### src/rtl/alu_status_stage_pkg.sv
// Shared types and constants for the ALU status stage.
// Flag layout, opcode encodings and the buffered entry record.
package alu_status_stage_pkg;

  localparam int FLAG_V = 3;
  localparam int FLAG_C = 2;
  localparam int FLAG_N = 1;
  localparam int FLAG_Z = 0;

  localparam logic [1:0] OP_LOGIC = 2'b00;
  localparam logic [1:0] OP_ADD   = 2'b01;
  localparam logic [1:0] OP_SUB   = 2'b10;
  localparam logic [1:0] OP_ADC   = 2'b11;

  typedef struct packed {
    logic [3:0] y;
    logic [3:0] flags;
  } entry_t;

  // Logic ops carry no meaningful carry or overflow.
  function automatic logic [3:0] calcFlags(
    input logic [1:0] op,
    input logic [4:0] res,
    input logic       ovfIn
  );
    logic [3:0] f;
    f         = '0;
    f[FLAG_Z] = (res[3:0] == 4'd0);
    f[FLAG_N] = res[3];
    f[FLAG_C] = (op != OP_LOGIC) & res[4];
    f[FLAG_V] = (op != OP_LOGIC) & ovfIn;
    return f;
  endfunction

endpackage

### src/rtl/alu_status_stage_status_fifo.sv
// FIFO storage for status entries.
// Power-of-two depth, so pointers wrap by natural overflow.
module status_fifo
  import alu_status_stage_pkg::*;
#(
  parameter int DEPTH = 2
) (
  input  logic   clk,
  input  logic   rst_n,
  input  logic   push,
  input  logic   pop,
  input  entry_t wrData,
  output entry_t rdData,
  output logic   full,
  output logic   empty
);

  localparam int PW = $clog2(DEPTH);
  localparam int CW = $clog2(DEPTH + 1);

  entry_t        mem [DEPTH];
  logic [PW-1:0] wrPtr;
  logic [PW-1:0] rdPtr;
  logic [CW-1:0] count;
  logic          doPush;
  logic          doPop;

  assign full   = (count == CW'(DEPTH));
  assign empty  = (count == '0);
  assign doPush = push & ~full;
  assign doPop  = pop & ~empty;
  assign rdData = mem[rdPtr];

  always_ff @(posedge clk) begin
    if (doPush) mem[wrPtr] <= wrData;
  end

  always_ff @(posedge clk or negedge rst_n) begin
    if (!rst_n) begin
      wrPtr <= '0;
      rdPtr <= '0;
      count <= '0;
    end else begin
      if (doPush) wrPtr <= wrPtr + 1'b1;
      if (doPop) rdPtr <= rdPtr + 1'b1;
      if (doPush && !doPop) count <= count + 1'b1;
      else if (doPop && !doPush) count <= count - 1'b1;
    end
  end

endmodule

### src/rtl/alu_status_stage.sv
// ALU status stage: buffers results with flags,
// tracks sticky overflow and a saturating overflow count.
module alu_status_stage
  import alu_status_stage_pkg::*;
#(
  parameter int DEPTH = 2,
  parameter int CNT_W = 8
) (
  input  logic             clk,
  input  logic             rst_n,
  input  logic             in_valid,
  output logic             in_ready,
  input  logic [1:0]       opCode,
  input  logic [4:0]       Y,
  input  logic             ovf,
  output logic             out_valid,
  input  logic             out_ready,
  output logic [3:0]       out_Y,
  output logic [3:0]       out_flags,
  output logic             sticky_ovf,
  output logic [CNT_W-1:0] ovf_count,
  input  logic             clr_status
);

  entry_t wrEntry;
  entry_t rdEntry;
  logic   full;
  logic   empty;
  logic   live;
  logic   accept;
  logic   pop;
  logic   ovfBeat;

  assign wrEntry.y     = Y[3:0];
  assign wrEntry.flags = calcFlags(opCode, Y, ovf);

  // live holds in_ready low for the first edge after reset.
  assign in_ready  = live & ~full;
  assign out_valid = ~empty;
  assign accept    = in_valid & in_ready;
  assign pop       = out_valid & out_ready;
  assign ovfBeat   = accept & wrEntry.flags[FLAG_V];

  assign out_Y     = out_valid ? rdEntry.y : 4'd0;
  assign out_flags = out_valid ? rdEntry.flags : 4'd0;

  status_fifo #(
    .DEPTH(DEPTH)
  ) u_fifo (
    .clk   (clk),
    .rst_n (rst_n),
    .push  (accept),
    .pop   (pop),
    .wrData(wrEntry),
    .rdData(rdEntry),
    .full  (full),
    .empty (empty)
  );

  always_ff @(posedge clk or negedge rst_n) begin
    if (!rst_n) live <= 1'b0;
    else        live <= 1'b1;
  end

  always_ff @(posedge clk or negedge rst_n) begin
    if (!rst_n) begin
      sticky_ovf <= 1'b0;
      ovf_count  <= '0;
    end else begin
      if (ovfBeat)         sticky_ovf <= 1'b1;
      else if (clr_status) sticky_ovf <= 1'b0;
      if (clr_status)
        ovf_count <= CNT_W'(ovfBeat);
      else if (ovfBeat && ovf_count != '1)
        ovf_count <= ovf_count + 1'b1;
    end
  end

endmodule

### config.mk
export PLATFORM = sky130hd
export DESIGN_NAME = alu_status_stage
export DESIGN_NICKNAME = d
export VERILOG_FILES = /design/src/rtl/alu_status_stage_pkg.sv /design/src/rtl/alu_status_stage_status_fifo.sv /design/src/rtl/alu_status_stage.sv
export SDC_FILE = /design/constraint.sdc
export NUM_CORES = 1
export LEC_CHECK = 0
export CAP_MARGIN = 20
export CORE_UTILIZATION = 43
export CTS_BUF_LIST = sky130_fd_sc_hd__clkbuf_16
export CTS_CLUSTER_SIZE = 14
export DETAILED_ROUTE_END_ITERATION = 16
export MAX_ROUTING_LAYER = met4
export PLACE_DENSITY_LB_ADDON = 0.3
export RECOVER_POWER = 25
export SETUP_SLACK_MARGIN = 0.2
export SYNTH_ARGS = -nofsm -noshare
export SYNTH_HDL_FRONTEND = slang
export SYNTH_SLANG_ARGS = --single-unit
### constraint.sdc
create_clock -name clk -period 1.7 [get_ports clk]
set_input_delay 0.17 -clock clk [delete_from_list [all_inputs] [get_ports clk]]
set_output_delay 0.17 -clock clk [all_outputs]
set_load 0.02 [all_outputs]
==> results of run 1 <==
## repair_timing
| action | 4_1_cts | 5_1_grt |
|---|---|---|
| pin swaps | 7 | 18 |
| setup endpoints to repair | 22 | 30 |
| resized for setup | 39 | 39 |
| cloned | 0 | 0 |
| setup buffers | 11 | 3 |
| hold endpoints to repair | 0 | 0 |
## Yosys cell counts
master | instances | share of area [%]
o311ai_0 | 1 | 0.69
nand3_1 | 4 | 1.6
o21a_1 | 1 | 0.59
buf_4 | 1 | 0.59
o21ai_0 | 2 | 0.79
nor4_1 | 1 | 0.49
o31ai_1 | 3 | 1.8
o211ai_1 | 1 | 0.59
xnor2_1 | 2 | 1.4
xor2_1 | 3 | 2.1
dfrtp_1 | 14 | 28
o41ai_1 | 1 | 0.69
buf_2 | 1 | 0.39
inv_1 | 5 | 1.5
conb_1 | 1 | 0.29
nor2_1 | 11 | 3.2
nand4_1 | 1 | 0.49
mux2i_1 | 7 | 5.5
nand3b_1 | 1 | 0.59
or4_1 | 4 | 2.4
or3_4 | 1 | 0.88
nor2b_2 | 1 | 0.69
and3_1 | 1 | 0.49
or3_1 | 1 | 0.49
nor3_1 | 5 | 2.0
a41oi_1 | 1 | 0.69
edfxtp_1 | 14 | 33
ha_1 | 2 | 2.0
buf_1 | 1 | 0.29
clkbuf_1 | 1 | 0.29
a21oi_1 | 5 | 2.0
nor2b_1 | 1 | 0.49
o211a_1 | 1 | 0.79
nand2_1 | 6 | 1.8
and2_1 | 1 | 0.49
a21o_1 | 1 | 0.59
## metal layers
metal / track usage, % / wire length (um) / up-vias / part of all wire, %
li1: - / - / 509 / -
met1: 23.4 / 1320 / 530 / 41
met2: 36.9 / 1770 / 37 / 55
met3: 4.38 / 128 / 4 / 3.9
met4: 8.36 / 28 / 0 / 0.86
met5: - / 0 / - / 0
## per-stage QoR
| step | setup WS (ns) | cell area, sq um | setup TNS [ns] | utilization [%] | std cells |
|---|---|---|---|---|---|
| 6_report | 0.0525 | 2010 | 0 | 72.4 | 196 |
| 5_1_grt | 0.00687 | 2010 | 0 | 72.4 | 196 |
| 4_1_cts | 0.106 | 1950 | 0 | 70.0 | 193 |
| 3_5_place_dp | -0.301 | 1740 | -1.67 | 62.5 | 178 |
| 3_3_place_gp | -0.223 | 1740 | -1.31 | 62.5 | 178 |
| 2_1_floorplan | 0.104 | 1320 | 0 | - | 108 |
## cell families (layout without fill, tap and decap cells)
group | after synthesis | after routing | share of synthesized area [%]
AND/OR/NAND/NOR | 39 | 39 | 16.0
adder cells (fa/ha/maj) | 2 | 2 | 1.97
XOR/XNOR | 5 | 5 | 3.44
multiplexers | 7 | 7 | 5.51
AO/OA/AOI/OAI | 17 | 17 | 9.15
other | 1 | 1 | 0.295
flip-flops | 28 | 28 | 60.6
buffers and inverters | 9 | 66 | 3.05
## power groups by stage
stage	clock, W	combinational [W]	sequential, W
global route	0.000730	0.00106	0.000951
floorplan	0	0.000541	0.000919
finish	0.000695	0.000991	0.000939
detailed placement	0	0.000912	0.000951
CTS	0.000708	0.000964	0.000940
global placement	0	0.000891	0.000945
## worst paths after layout
kind | start | endpoint | slack, ns | cells past startpoint
worst max-delay path | ovf_count[1] | ovf_count[7] | 0.05 | 5
worst min-delay path | opCode[0] | u_fifo.mem[1][2] | 0.38 | 2
worst max register to register | ovf_count[1] | ovf_count[7] | 0.05 | 5
worst min register to register | sticky_ovf | sticky_ovf | 0.49 | 1
max in group asynchronous | rst_n | u_fifo.rdPtr | 0.67 | 2
min in group asynchronous | rst_n | ovf_count[4] | 0.49 | 2
## state kept, by name, indices dropped and copies added (netlist names)
register      cells
u_fifo.count      2
sticky_ovf        1
u_fifo.mem       14
ovf_count         8
u_fifo.rdPtr      1
u_fifo.wrPtr      1
live              1
## area by class of cell
class	instances	area share, %
inverter	5	0.932
sequential	28	38.6
timing repair buffer	57	24.7
clock buffer	3	3.73
multi-input combinational	71	28.6
clock inverter	1	1.49
tap	31	1.93
## worst max-delay path, delay by kind of cell, from the launching register on
| kind | cells | cell delay [ns] |
|---|---|---|
| compound gates | 1 | 0.14 |
| simple gates | 3 | 0.80 |
| fa+ha+maj | 1 | 0.17 |
| flops | 1 | 0.43 |
==> metrics.md, run 1 <==
| Metric | Value |
|---|---|
| Commonest cells after routing, fill and taps aside | buf_4 (18), edfxtp_1 (14), nor2_1 (8), clkdlybuf4s50_1 (8), dfrtp_1 (8) |
| Gate power share | 37.8% |
| Post-synthesis sequential area ratio | 60.6% |
| # nets final | 181 |
| Core Region | around 2800 sq um |
| Die area | 3180 sq um |
| Clk network pwr share | 26.5% |
| Design Power | 0.00262 W |
| Slew @ Worst Pin | approximately 0.78 ns |
| Max frequency | 607 MHz |
| PD cells | 1300 nW/um^2 |
| CTS sink count | 28 |
| Internal Power | 0.00178 W |
| GPL Wtd Cong | 0.831 |
| Sw Pwr | roughly 0.00084 W |
| First-pass DRT Iterations | 4 |
| Syn avg cell area | 11.8 sq um |
| Final-report hold violation count | 0 |
| CTS Hold Bufs | 0 |
| FP Rows | 19 |
| Clock Latency Late Sink | 0.26 ns |
| Tmin final | between 1.5 and 2 ns |
| Max-Slew Margin vs Limit | about 48% |
| Critical Path Fanout Max | 3 |
| CP max stage cell | or4_1 |
| Multi-input gate area | 576 sq um |
| Initial antenna violation count | 0 |
| Hold WS | approximately 0.38 ns |
| Status | finished, final reports clean |
| Net Sw Frac | between 30 and 40% |
| CTS tree | done |
| Critical path required time | roughly 1.9 ns |
| Final Max Tran Viols | 0 |
| Initial Util | 45.7% |
| CP Capture Type | flop |
| Critical Path Source Type | flop |
| Most common cell after layout, fill and taps aside | buf_4 |
| Layout cell share with drive strength beyond 1 | 40.0% |
| Port bufs | 31 |
| Area Growth Syn to Fin | 58.3% |
| Seq pwr share | a little over a third |
| Finish-stage setup viols | 0 |
| Via count | 1,080 |
| Peak VDD IR | 0.984 mV |
| Largest net degree at the start of global routing | 17 |
| Clk_skew | 0.00804 ns |
| Syn_nets | 123 |
| Final Cycle Share | around 97% |
| Vias per inst | around 5.5 |
| Die Span X | 56.4 um |
| RSZ-0062 raised after global routing | true |
| Iteration-0 DRC Markers | 46 |
| Syn Std Cell Area | 1270 sq um |
| Drt wl/cell | 16.5 um |
| CTS max path bufs | 2 |
| Storage element area | 778 sq um |
| Syn. warnings | 0 |
| # diodes | 0 |
| Post-route ant nets | 0 |
| Yosys cell types | 36 |
| # Max-Cap Violations | 0 |
| Grt ovf | 0 |
| Final wirelength | 3240 um |
| Critical path class | reg2reg |
| Yosys reg bits | 28 |
| Critical path cell sequence | ha_4, nand4_1, nand2_1, or4_1, o211a_1 |
| H-tree Lvls | 1 |
| Total GRT Usage | 21.0% |
| Reg clk slew, reported paths | 0.07 ns |
| Syn Inst Count | approximately 110 |
| Filler Cell Count | 183 |
| IO Pins | 32 |
| Slowest stage delay, CP | 0.54 ns |
| DRC Markers | 0 |
| Dpl hpwl | 1910 um |
| Vias in the first global route | approximately 1,100 |
| CTS root buffer | clkbuf_16 |
| Cts bufs inserted | 3 |
| Die Ht | 56.4 um |
| Pleak | 0.926 nW |
| Crit path DAT | 1.80 ns |
| Min-delay worst type | in2reg |
| First-pass GRT wire length | just under 5000 um |
No activity file was read; power rests on OpenSTA's default activity.
==> inputs of run 2 (changes only) <==
Settings changed: ABC_AREA set to 1, CORE_UTILIZATION 43 to 44.
==> metrics.md, run 2 <==
| Metric | Value |
|---|---|
| Status | finished, violations left (was finished, final reports clean) |
| Violated checks | design-rule violations |
| Sw Pwr | 0.000871 W (was 0.000841 W) |
| Final-report hold violation count | 0 (unchanged) |
| Grt ovf | 0 (unchanged) |
| Die area | 3330 sq um (was 3180 sq um) |
| Via count | 1,107 (was 1,080) |
| Max-Slew Margin vs Limit | 46.3% (was 48.2%) |
| Clk network pwr share | 26.9% (was 26.5%) |
| H-tree Lvls | 1 (unchanged) |
| PD cells | 1350 nW/um^2 (was 1300 nW/um^2) |
| Critical path cell sequence | clkdlybuf4s50_1 (was ha_4, nand4_1, nand2_1, or4_1, o211a_1) |
| CP max stage cell | clkdlybuf4s50_1 (was or4_1) |
| CTS root buffer | clkbuf_16 (unchanged) |
| Top Family by Delay on Critical Path | buffers and inverters (was simple AND/OR/NAND/NOR gates) |
| Post-route ant nets | 0 (unchanged) |
| Cts bufs inserted | 3 (unchanged) |
| Min-delay worst type | in2async (was in2reg) |
| Worst R2R Start | ovf_count[1] (unchanged) |
| Critical path class | reg2out (was reg2reg) |
| Die Span X | 57.7 um (was 56.4 um) |
| Area Growth Syn to Fin | 38.6% (was 58.3%) |
| Most common cell in the netlist | nand2_1 |
| Yosys reg bits | 28 (unchanged) |
| Most common cell after layout, fill and taps aside | nand2_1 (was buf_4) |
| Layout cell share with drive strength beyond 1 | 23.1% (was 40.0%) |
| Crit path DAT | 1.29 ns (was 1.80 ns) |
| Port bufs | 31 (unchanged) |
| Top reg by flops | u_fifo.mem (unchanged) |
| Critical path required time | 1.53 ns (was 1.85 ns) |
| Syn. warnings | 0 (unchanged) |
| Final Cycle Share | 85.6% (was 96.9%) |
| CTS tree | done (unchanged) |
| Post-layout util | 66.4% (was 72.4%) |
| Reg clk slew, reported paths | 0.07 ns (about the same) |
| DRC Markers | 2 (was 0) |
| Top post-synthesis cells by area | edfxtp_1 (31%), dfrtp_1 (26%), nand2_1 (11%), a21oi_1 (3.7%), nor2_1 (3.3%) (was edfxtp_1 (33%), dfrtp_1 (28%), mux2i_1 (5.5%), nor2_1 (3.2%), or4_1 (2.4%)) |
| Setup TNS | 0 ns (unchanged) |
| Syn Inst Count | 143 (was 108) |
| Max frequency | 687 MHz (was 607 MHz) |
| Pleak | 0.932 nW (was 0.926 nW) |
| First-pass DRT Iterations | 10 (was 4) |
| Critical Path Fanout Max | 4 (was 3) |
| CTS sink count | 28 (unchanged) |
| Die Ht | 57.7 um (was 56.4 um) |
| Net Sw Frac | 34.0% (was 32.1%) |
| CTS max path bufs | 2 (unchanged) |
| Core Region | 2850 sq um (was 2780 sq um) |
| Critical Path Source Type | flop (unchanged) |
| Largest net degree at the start of global routing | 17 (unchanged) |
| Hold WS | 0.508 ns (was 0.383 ns) |
| Commonest cells after routing, fill and taps aside | nand2_1 (37), edfxtp_1 (14), clkdlybuf4s50_1 (13) (was buf_4 (18), edfxtp_1 (14), nor2_1 (8), clkdlybuf4s50_1 (8), dfrtp_1 (8)) |
| Clock Latency Late Sink | 0.26 ns (about the same) |
| R2R Setup Slk | 0.31 ns (was 0.05 ns) |
| CTS Hold Bufs | 0 (unchanged) |
| Top Registers | u_fifo.mem x14, ovf_count x8, u_fifo.count x2 (unchanged) |
| Final Max Tran Viols | 0 (unchanged) |
| CP Capture Type | primary output (was flop) |
| R2r endpoint | ovf_count[5] (was ovf_count[7]) |
| Iteration-0 DRC Markers | 53 (was 46) |
| Slew @ Worst Pin | 0.805 ns (was 0.777 ns) |
| Dominant synthesized flop cell | edfxtp_1 (unchanged) |
| Internal Power | 0.00169 W (was 0.00178 W) |
| FP Rows | 19 (unchanged) |
| Yosys cell types | 29 (was 36) |
| Vias per inst | 5.10 (was 5.51) |
| Design Power | 0.00256 W (was 0.00262 W) |
| GPL Wtd Cong | 0.820 (was 0.831) |
| Post-synthesis sequential area ratio | 56.4% (was 60.6%) |
| IO Pins | 32 (unchanged) |
| Commonest cells in the netlist | nand2_1 (39), dfrtp_1 (14), edfxtp_1 (14), nor2_1 (12) (was dfrtp_1 (14), edfxtp_1 (14), nor2_1 (11), mux2i_1 (7), nand2_1 (6)) |
| Slowest stage delay, CP | 0.63 ns (was 0.54 ns) |
| Async SR Flop Fraction | 50.0% (unchanged) |
| Initial Util | 47.9% (was 45.7%) |
| # Max-Cap Violations | 0 (unchanged) |
| R2r worst-path depth | 8 (was 5) |
| Finish-stage setup viols | 0 (unchanged) |
| Syn_nets | 158 (was 123) |
| Total GRT Usage | 19.4% (was 21.0%) |
| Post-synth top area share | 30.8% (was 33.0%) |
| Gate power share | 37.3% (was 37.8%) |
| Syn Std Cell Area | 1370 sq um (was 1270 sq um) |
| Vias in the first global route | 1,051 (was 1,142) |
| # diodes | 0 (unchanged) |
| Seq pwr share | 35.8% (about the same) |
| RSZ-0062 raised after global routing | true (unchanged) |
| First-pass GRT wire length | 4720 um (was 4910 um) |
| Final wirelength | 3050 um (was 3240 um) |
| Peak VDD IR | 0.538 mV (was 0.984 mV) |
| Synth area leader | edfxtp_1 (unchanged) |
| Tmin final | 1.46 ns (was 1.65 ns) |
| Max reg flops | 14 (unchanged) |
| Filler Cell Count | 229 (was 183) |
| Dpl hpwl | 2000 um (was 1910 um) |
| Initial antenna violation count | 0 (unchanged) |
| CP Buf/Inv Count | 1 (was 0) |
| Drt wl/cell | 14.1 um (was 16.5 um) |
| Clk_skew | 0.00323 ns (was 0.00804 ns) |
| # nets final | 202 (was 181) |
| Post-synth EDFFs | 14 (unchanged) |
| Syn avg cell area | 9.55 sq um (was 11.8 sq um) |
[run 2: cell types whose count changed after synthesis, sizes merged, moves of 4 or more]
cell,delta
nor2,+5
a21oi,+5
or4,-4
nand2,+37
nand3,+6
inv,+9
nor3,-4
mux2i,-7
[run 2: how the worst max path moves through the flow]
stage | from | endpoint | slack (ns) | depth (start not counted)
floorplan | u_fifo.count[1] | u_fifo.count[1] | 0.22 | 7
global placement | u_fifo.rdPtr | out_flags[1] | 0.17 | 4
detailed placement | u_fifo.rdPtr | out_Y[3] | 0.14 | 4
CTS | u_fifo.count[0] | out_Y[3] | 0.1 | 4
global route | ovf_count[1] | ovf_count[5] | 0.20 | 8
finish | ovf_count[1] | ovf_count[1] | 0.24 | 1
[run 2: through the flow]
| step | area [sq um] | instances | worst slack (ns) |
|---|---|---|---|
| global route | 1890 | 217 | 0.196 |
| global placement | 1740 | 207 | 0.172 |
| floorplan | 1370 | 143 | 0.221 |
| detailed placement | 1740 | 207 | 0.136 |
| CTS | 1850 | 212 | 0.0970 |
| finish | 1890 | 217 | 0.245 |
[run 2: layout make-up]
type	instances	area (sq um)	share of cell area [%]
Clock buffer	3	75.1	3.96
Clock inverter	1	30.0	1.59
Inverter	14	52.6	2.77
Multi-Input combinational cell	98	569	30.1
Sequential cell	28	773	40.8
Tap cell	31	38.8	2.05
Timing Repair Buffer	42	355	18.8
[run 2: repair_timing]
item	in CTS	in global routing
endpoints found under the setup margin	12	24
cloned	0	0
pin swaps	1	4
buffers inserted	1	5
gates resized for setup	23	20
[run 2: cell families after synthesis]
logic type | Yosys count | share of synthesized area, %
XOR/XNOR | 5 | 3.21
other | 1 | 0.274
adder cells (fa/ha/maj) | 2 | 1.83
buffers and inverters | 17 | 4.95
AO/OA/AOI/OAI | 17 | 6.87
flip-flops | 28 | 56.4
AND/OR/NAND/NOR | 73 | 26.5
[run 2: power groups by stage]
stage / sequential, W / clock, W / combinational [W]
floorplan: 0.000918 / 0 / 0.000570
global placement: 0.000920 / 0 / 0.000952
detailed placement: 0.000924 / 0 / 0.000967
CTS: 0.000916 / 0.000702 / 0.000926
global route: 0.000930 / 0.000729 / 0.00104
finish: 0.000918 / 0.000688 / 0.000956
[run 2: metal layers]
metal	GRT usage [%]	part of all wire [%]	up-vias	wire length (um)
li1	-	-	551	-
met1	20.7	38	532	1170
met3	2.68	3.4	2	104
met5	-	0	-	0
met2	36.2	58	22	1760
met4	7.48	0.46	0	14
==> inputs of run 3 (changes only) <==
Settings changed: CTS_CLUSTER_DIAMETER set to 150.
==> results of run 3 <==
The final DEF is identical to that of run 2; final timing and power are the same.
